===== src/rtl/xtea_block_sequencer_pkg.sv =====
`default_nettype none
// ============================================================================
// Module      : xtea_pkg
// Description : Shared types and widths for the XTEA block sequencer.
//               Holds the sequencer state encoding and the block/key widths.
// Revision    : 1.0 - initial release
// ============================================================================
package xtea_pkg;

    localparam int XTEA_BLOCK_W = 64;
    localparam int XTEA_KEY_W   = 128;

    typedef enum logic [1:0] {
        IDLE  = 2'd0,
        START = 2'd1,
        RUN   = 2'd2,
        OUT   = 2'd3
    } state_t;

endpackage : xtea_pkg
`default_nettype wire


===== src/rtl/xtea_block_sequencer_watchdog.sv =====
`default_nettype none
// ============================================================================
// Module      : xtea_watchdog
// Description : Cycle counter that flags a cipher core that never completes.
//               Counts while enabled, saturates at TIMEOUT-1.
// Revision    : 1.0 - initial release
// ----------------------------------------------------------------------------
// Ports
//   clock    in   system clock
//   reset    in   asynchronous, active-high
//   clear    in   synchronous clear of the count (wins over enable)
//   enable   in   advance the count by one
//   expired  out  count has reached TIMEOUT-1
// ============================================================================
module xtea_watchdog #(
    parameter int TIMEOUT = 256,
    parameter int CNT_W   = 9
) (
    input  logic clock,
    input  logic reset,
    input  logic clear,
    input  logic enable,
    output logic expired
);

    localparam logic [CNT_W-1:0] LAST = CNT_W'(TIMEOUT - 1);

    logic [CNT_W-1:0] cnt_q;
    logic [CNT_W-1:0] cnt_d;

    assign expired = (cnt_q == LAST);

    always_comb begin
        cnt_d = cnt_q;
        if (clear) begin
            cnt_d = '0;
        end else if (enable && !expired) begin
            cnt_d = cnt_q + 1'b1;
        end
    end

    always_ff @(posedge clock or posedge reset) begin
        if (reset) begin
            cnt_q <= '0;
        end else begin
            cnt_q <= cnt_d;
        end
    end

endmodule : xtea_watchdog
`default_nettype wire


===== src/rtl/xtea_block_sequencer.sv =====
`default_nettype none
// ============================================================================
// Module      : xtea_block_sequencer
// Description : Runs one 64-bit block at a time through an external XTEA
//               encipher or decipher core, with ECB or CBC chaining and a
//               watchdog on core completion.
// Revision    : 1.0 - initial release
// ----------------------------------------------------------------------------
// Ports
//   clock, reset                     clock; asynchronous active-high reset
//   in_valid/in_ready                block input handshake
//   in_data1/2, in_decrypt,
//   in_chain_start                   block words, direction, IV reload
//   cfg_cbc, cfg_key, cfg_iv         mode, key and IV (sampled on accept)
//   out_valid/out_ready              result handshake
//   out_data1/2, out_error           result words; error = watchdog expired
//   core_key                         key held for both cores
//   enc_start, enc_data1/2           encipher core start pulse and inputs
//   enc_done, enc_res1/2             encipher core completion and result
//   dec_start, dec_data1/2           decipher core start pulse and inputs
//   dec_done, dec_res1/2             decipher core completion and result
// ============================================================================
module xtea_block_sequencer
    import xtea_pkg::*;
#(
    parameter int TIMEOUT = 256,
    parameter int CNT_W   = 9
) (
    input  logic                    clock,
    input  logic                    reset,
    input  logic                    in_valid,
    output logic                    in_ready,
    input  logic [31:0]             in_data1,
    input  logic [31:0]             in_data2,
    input  logic                    in_decrypt,
    input  logic                    in_chain_start,
    input  logic                    cfg_cbc,
    input  logic [XTEA_KEY_W-1:0]   cfg_key,
    input  logic [XTEA_BLOCK_W-1:0] cfg_iv,
    output logic                    out_valid,
    input  logic                    out_ready,
    output logic [31:0]             out_data1,
    output logic [31:0]             out_data2,
    output logic                    out_error,
    output logic [XTEA_KEY_W-1:0]   core_key,
    output logic                    enc_start,
    output logic [31:0]             enc_data1,
    output logic [31:0]             enc_data2,
    input  logic                    enc_done,
    input  logic [31:0]             enc_res1,
    input  logic [31:0]             enc_res2,
    output logic                    dec_start,
    output logic [31:0]             dec_data1,
    output logic [31:0]             dec_data2,
    input  logic                    dec_done,
    input  logic [31:0]             dec_res1,
    input  logic [31:0]             dec_res2
);

    state_t                  state_q, state_d;
    logic [XTEA_KEY_W-1:0]   key_q, key_d;
    logic                    decrypt_q, decrypt_d;
    logic                    cbc_q, cbc_d;
    logic [XTEA_BLOCK_W-1:0] chain_q, chain_d;
    logic [XTEA_BLOCK_W-1:0] core_in_q, core_in_d;
    logic [XTEA_BLOCK_W-1:0] saved_ct_q, saved_ct_d;
    logic [XTEA_BLOCK_W-1:0] out_q, out_d;
    logic                    out_err_q, out_err_d;

    logic [XTEA_BLOCK_W-1:0] in_block;
    logic [XTEA_BLOCK_W-1:0] chain_sel;
    logic [XTEA_BLOCK_W-1:0] sel_res;
    logic                    sel_done;
    logic                    wd_clear;
    logic                    wd_enable;
    logic                    wd_expired;

    assign in_block  = {in_data1, in_data2};
    // A chain restart makes the fresh IV visible to this same block's XOR.
    assign chain_sel = in_chain_start ? cfg_iv : chain_q;
    assign sel_done  = decrypt_q ? dec_done : enc_done;
    assign sel_res   = decrypt_q ? {dec_res1, dec_res2} : {enc_res1, enc_res2};

    xtea_watchdog #(
        .TIMEOUT (TIMEOUT),
        .CNT_W   (CNT_W)
    ) u_watchdog (
        .clock   (clock),
        .reset   (reset),
        .clear   (wd_clear),
        .enable  (wd_enable),
        .expired (wd_expired)
    );

    always_comb begin
        state_d    = state_q;
        key_d      = key_q;
        decrypt_d  = decrypt_q;
        cbc_d      = cbc_q;
        chain_d    = chain_q;
        core_in_d  = core_in_q;
        saved_ct_d = saved_ct_q;
        out_d      = out_q;
        out_err_d  = out_err_q;
        wd_clear   = 1'b0;
        wd_enable  = 1'b0;

        case (state_q)
            IDLE: begin
                if (in_valid) begin
                    key_d      = cfg_key;
                    decrypt_d  = in_decrypt;
                    cbc_d      = cfg_cbc;
                    chain_d    = chain_sel;
                    saved_ct_d = in_block;
                    // Only the encipher direction whitens its input with the chain.
                    core_in_d  = (!in_decrypt && cfg_cbc) ? (in_block ^ chain_sel) : in_block;
                    state_d    = START;
                end
            end
            START: begin
                // Counter is zero on the first RUN cycle.
                wd_clear = 1'b1;
                state_d  = RUN;
            end
            RUN: begin
                wd_enable = 1'b1;
                // Completion on the last allowed cycle beats the watchdog.
                if (sel_done) begin
                    out_err_d = 1'b0;
                    state_d   = OUT;
                    if (decrypt_q) begin
                        out_d = cbc_q ? (sel_res ^ chain_q) : sel_res;
                        if (cbc_q) begin
                            chain_d = saved_ct_q;
                        end
                    end else begin
                        out_d = sel_res;
                        if (cbc_q) begin
                            chain_d = sel_res;
                        end
                    end
                end else if (wd_expired) begin
                    out_d     = '0;
                    out_err_d = 1'b1;
                    state_d   = OUT;
                end
            end
            OUT: begin
                if (out_ready) begin
                    out_err_d = 1'b0;
                    state_d   = IDLE;
                end
            end
            default: begin
                state_d = IDLE;
            end
        endcase
    end

    always_ff @(posedge clock or posedge reset) begin
        if (reset) begin
            state_q    <= IDLE;
            key_q      <= '0;
            decrypt_q  <= 1'b0;
            cbc_q      <= 1'b0;
            chain_q    <= '0;
            core_in_q  <= '0;
            saved_ct_q <= '0;
            out_q      <= '0;
            out_err_q  <= 1'b0;
        end else begin
            state_q    <= state_d;
            key_q      <= key_d;
            decrypt_q  <= decrypt_d;
            cbc_q      <= cbc_d;
            chain_q    <= chain_d;
            core_in_q  <= core_in_d;
            saved_ct_q <= saved_ct_d;
            out_q      <= out_d;
            out_err_q  <= out_err_d;
        end
    end

    assign in_ready  = (state_q == IDLE);
    assign out_valid = (state_q == OUT);
    assign out_data1 = out_q[63:32];
    assign out_data2 = out_q[31:0];
    assign out_error = out_err_q;
    assign core_key  = key_q;
    assign enc_start = (state_q == START) && !decrypt_q;
    assign dec_start = (state_q == START) &&  decrypt_q;
    assign enc_data1 = core_in_q[63:32];
    assign enc_data2 = core_in_q[31:0];
    assign dec_data1 = core_in_q[63:32];
    assign dec_data2 = core_in_q[31:0];

endmodule : xtea_block_sequencer
`default_nettype wire


===== config.mk =====
export PLATFORM = sky130hd
export DESIGN_NAME = xtea_block_sequencer
export DESIGN_NICKNAME = d
export VERILOG_FILES = /design/src/rtl/xtea_block_sequencer_pkg.sv /design/src/rtl/xtea_block_sequencer_watchdog.sv /design/src/rtl/xtea_block_sequencer.sv
export SDC_FILE = /design/constraint.sdc
export NUM_CORES = 1
export LEC_CHECK = 0
export BUFFER_PORTS_ARGS = -buffer_cell sky130_fd_sc_hd__buf_2
export CAP_MARGIN = 10
export CORE_AREA = 3 3 282 284
export CTS_CLUSTER_SIZE = 30
export DETAILED_ROUTE_END_ITERATION = 7
export DIE_AREA = 0 0 285 287
export SLEW_MARGIN = 20
export SYNTH_ARGS = -nofsm -noshare
export SYNTH_HDL_FRONTEND = slang
export SYNTH_SLANG_ARGS = --single-unit

===== constraint.sdc =====
create_clock -name clock -period 13.9 [get_ports clock]
set_clock_uncertainty 0.2 [all_clocks]
set_input_delay 0.695 -clock clock [delete_from_list [all_inputs] [get_ports clock]]
set_output_delay 0.695 -clock clock [all_outputs]
set_load 0.05 [all_outputs]

== Yosys cells after proc, flatten, opt, wreduce, memory -nomap -nowiden ==
Index checks and enable logic that the tools add are counted.

* $add $sub $neg: 1
* Equal/unequal tests: 9
* Multiplexer cells: 27
* Bitwise gates (word level): 2
* Reduce and logical (&&, ||, !) cells: 17

{| class="wikitable"
|+ Operator list
! operator !! count
|-
| 64-bit two-way mux || 12
|-
| 64-bit one-hot mux with 2 select lines || 1
|-
| 64-bit XOR || 2
|-
| 9-bit two-way mux || 2
|-
| 9-bit by 1-bit adder with 9-bit output (second input constant) || 1
|-
| 9-bit by 8-bit equality test with 1-bit output (second input constant) || 1
|-
| 2-bit two-way mux || 4
|-
| 2-bit one-hot mux with 4 select lines || 1
|-
| 2-bit nonzero test || 4
|-
| 1-bit two-way mux || 6
|-
| 2-bit inequality test (second input constant) || 3
|-
| 3-bit AND reduction || 2
|-
| 2-bit equality test (second input constant) || 2
|-
| 1-bit logical AND || 4
|-
| 2-bit AND reduction || 2
|-
| 4-bit AND reduction || 1
|-
| 1-bit zero test || 3
|-
| 3-bit by 2-bit inequality test with 1-bit output (second input constant) || 1
|-
| 2-bit by 1-bit equality test with 1-bit output (second input constant) || 1
|-
| 2-bit zero test || 1
|-
| 2-bit by 1-bit inequality test with 1-bit output (second input constant) || 1
|-
| 1-bit one-hot mux with 2 select lines || 1
|}

* Register bits: 398
* Input bits: 393
* Output and inout bits: 325
* Word-level logic and storage cells: 66

== Longest topological paths before layout ==
* Word-level depth: 5
* Depth in mapped cells: 8
* Mapped depth without buffers: 7

== Modules after synthesis ==
A second synthesis with hierarchy kept.

* Cells, all modules: 2089
* Area, all modules: 20049.2 um^2

{| class="wikitable"
|+ By module, submodules not included
! module !! instances !! cells an instance !! area an instance (um^2) !! seq. area each (um^2)
|-
| xtea_block_sequencer || 1 || 2041 || 19570.0 || 9734.3
|-
| xtea_watchdog || 1 || 48 || 479.2 || 225.2
|}

== Least setup slack after synthesis ==
Ideal clock, no wire load.

* Kind: reg-to-output
* Start point: reg decrypt_q
* End point: out enc_start
* Arrival time: 1.602 ns
* Required time: 13.005 ns
* Path slack: 11.403 ns
* Cell stages (with the launch flop): 5
* Buffers on the path: 3
* Path through: dfrtp_1 > buf_4 > clkbuf_1 > clkbuf_1 > nor2b_1

* Word-level cells in the longest chain between the ends: 2

{| class="wikitable"
|+ RTL lines
! item !! RTL line !! text
|-
| start: declaration || xtea_block_sequencer.sv:62 || <nowiki>logic decrypt_q, decrypt_d;</nowiki>
|-
| start signal: assignment || xtea_block_sequencer.sv:175 || <nowiki>decrypt_q <= decrypt_d;</nowiki>
|-
| 1-bit zero test || xtea_block_sequencer.sv:191 || <nowiki>assign enc_start = (state_q == START) && !decrypt_q;</nowiki>
|-
| 1-bit logical AND || xtea_block_sequencer.sv:191 ||
|-
| end: declaration || xtea_block_sequencer.sv:46 || <nowiki>output logic enc_start,</nowiki>
|}

Every way passes these cells.

==> flow_summary.json <==
{
  "yosysWarnings": 0,
  "p_comb_share_pct": 52.7,
  "first_pass_iters": 7,
  "worstPathRequired_ns": 14.45,
  "pwr-share-seq_pct": 30.0,
  "core_sq_mm": 0.0773,
  "power.density_cell_area_mw_per_mm2": 288,
  "report.final.slew_viol_count": 0,
  "r2r_setup_slack_ns": 10.38,
  "fin_crit_sh_pct": 25.9,
  "die_h_um": 287,
  "p_switching_w": 0.00394,
  "clockRootBuffer": "clkbuf_16",
  "post_cts_buffers": 0,
  "hold_viol": 0,
  "crit_path_end_kind": "asynchronous set/reset pin",
  "route.detailed.drc": 0,
  "rr_worst_depth": 6,
  "max_slew.worst_pin.slew_ns": 1.09,
  "clock_latency_ns": 0.57,
  "p_sw_share_pct": 52.9,
  "start_util_pct": 26.3,
  "grt_pass1_vias": 18200,
  "fin_util_pct": 33.5,
  "dieArea_sq_mm": 0.0818,
  "die_x_um": 285,
  "n_fill_cell": 8073,
  "clock.fmax_mhz": 277,
  "avgSynthCellArea_sq_um": 9.00,
  "drt-initial-drc-count": 1241,
  "internal_power_w": 0.00351,
  "vias": 19000,
  "drive_gt1_share_pct": 31.7,
  "p_leak_nw": 12.6,
  "rows": 102,
  "total_power_w": 0.00745,
  "cts.clk_slew.worst_paths_ns": 0.06,
  "min_period_ns": 3.60,
  "wl_per_cell_um": 20.1,
  "cp_max_fo": 82,
  "drv_cap": 0,
  "power_frac_clock_pct": 17.2,
  "grt_antenna_before_repair": 35,
  "dp_cells": 3788,
  "fin_cells": 3902,
  "cts_tree": "done",
  "h-tree-depth": 2,
  "synth_fp_nets": 2654,
  "hpwl_um": 55400,
  "start_kind": "input port",
  "routed_wl_um": 78500,
  "gp_congestion": 0.821,
  "rsz0062_at_grt": "false",
  "hold_depth": 3,
  "timing.rr.end": "chain_q[9]",
  "io_buffer_count": 717,
  "fin_nets": 3199,
  "worstPathArrival_ns": 4.15,
  "vias_per_cell": 4.87,
  "area_growth_pct": 27.5,
  "worstHoldStart": "cfg_key[109]",
  "globalRoute.totalOverflow": 0,
  "cts_buffer_depth": 3,
  "hold_class": "in -> reg",
  "synth_seq_area_share_pct": 49.1,
  "ant_nets": 0,
  "max-vdd-ir-drop_mv": 0.161,
  "cts_sinks": 398,
  "io-pin-count": 718,
  "yosysUniqueCellTypes": 43,
  "relSlewSlack_pct": 27.6,
  "numCtsBuffers": 48,
  "status": "complete, no violations",
  "grt_pass1_wl_um": 115000,
  "r2r_start": "state_q[0]",
  "min_to": "core_key[109]",
  "crit_type": "in -> async",
  "ys_ff_latch": 398,
  "synth_area_sq_mm": 0.0203,
  "setup_tns_ns": 0,
  "gr-usage-all-layers_pct": 18.2,
  "finalSetupViolations": 0,
  "cp-startpoint": "reset",
  "syn_inst": 2255,
  "grt_max_degree": 102
}
## timing repair
action,CTS,global route
endpoints found under the hold margin,55,0
hold buffers,1,0
setup endpoints to repair,0,0
resized for setup,0,0
## area by class of cell
cell class	count	area, sq um	share of cell area, %
antenna	23	57.6	0.222
clock buffer	71	1420	5.48
clock inverter	18	186	0.720
inverter	8	37.5	0.145
multi-input combinational	1599	9080	35.1
sequential	398	9970	38.5
tap	1040	1300	5.03
timing repair buffer	745	3840	14.8
## through the flow
stage	instance area (sq um)	setup WS (ns)	hold WS, ns
floorplan	20300	1.94	0.245
global placement	24200	9.73	0.254
detailed placement	24200	9.73	0.256
CTS	25800	9.81	0.0440
global route	25900	9.84	0.0780
finish	25900	10.30	0.103
## cells in the final DEF (no fill, tap or decap), drive strengths merged, types with 12 or more instances in the layout
cell and instances:
a211oi 65, a21bo 64, a22o 127, a31oi 128, buf 744, clkbuf 71
dfrtp 398, diode 23, inv 12, mux2i 68, nand2 648, nand3 65
nand3b 65, nor2 134, o211ai 63, o21ai 68, or3 67
## kinds of logic (layout without fill, tap and decap cells)
family	count (synthesis)	in the layout	share of synthesized area [%]
simple gates	993	993	21.0
compound gates	528	528	19.5
flops	398	398	49.1
buf+inv	258	842	6.48
mux	70	70	3.48
fa+ha+maj	6	6	0.370
xor+xnor	2	2	0.0863
other cells	0	23	0
## layer usage
layer  global-route usage, %  part of all wire, %
met1                    22.7                   41
met2                    29.8                   48
met5                       0                0.057
met4                    7.77                  3.2
met3                    4.89                  7.6
## critical path: stages
cell,delay (ns)
dlygate4sd3_1,0.53
buf_2,0.15
inv_8,0.43
buf_4,0.74
buf_4,0.69
buf_4,0.49
buf_16,0.30
## state kept, by name, summed over array words and instances, names as in the netlist
signal            count
core_key            128
out_q                64
core_in_q            64
state_q               2
decrypt_q             1
u_watchdog.cnt_q      9
chain_q              64
saved_ct_q           64
out_error             1
cbc_q                 1
## cells in the mapped netlist, drive strengths merged
master   instances  share of area, %
clkbuf         140               2.6
a2bb2oi          1             0.043
nand3           65               1.6
a22o           127               5.5
nand4            1             0.031
a31oi          128               3.9
a21bo           64               3.2
a21oi            4             0.099
o22ai            1             0.031
nand4b           2             0.086
o32a             1             0.049
a211oi          65               2.4
o21ba            2             0.099
xor2             1             0.043
nand3b          65               2.4
dfrtp          398                49
ha               6              0.37
o21ai           68               1.7
a211o            1             0.043
nand2b           1             0.031
inv              8              0.15
nor4             2             0.062
and2             2             0.062
a221o            1             0.049
nor3b            1             0.037
nand2          648                12
nor3             1             0.025
xnor2            1             0.043
mux2i           68               3.4
buf            110               3.7
o211ai          63               2.3
or3             67               2.1
nor2           134               2.5
nor2b            4              0.12
o31a             2             0.086
mux2             2              0.11
## power by group through the flow
stage / Clock [W] / Combinational, W / Sequential (W)
3_5_place_dp: 0 / 0.00397 / 0.00224
2_1_floorplan: 0 / 0.00194 / 0.00328
5_1_grt: 0.00137 / 0.00420 / 0.00232
3_3_place_gp: 0 / 0.00391 / 0.00224
6_report: 0.00128 / 0.00393 / 0.00224
4_1_cts: 0.00132 / 0.00396 / 0.00224
## worst max-delay path by stage
stage | end | slack [ns] | depth (start not counted)
after floorplan | cbc_q | 1.94 | 1
after global placement | out_q[24] | 9.73 | 5
after detailed placement | core_in_q[24] | 9.73 | 5
after CTS | core_in_q[24] | 9.81 | 6
after global routing | out_q[23] | 9.84 | 7
final | chain_q[25] | 10.30 | 7
No activity file was read; power rests on OpenSTA's default activity.
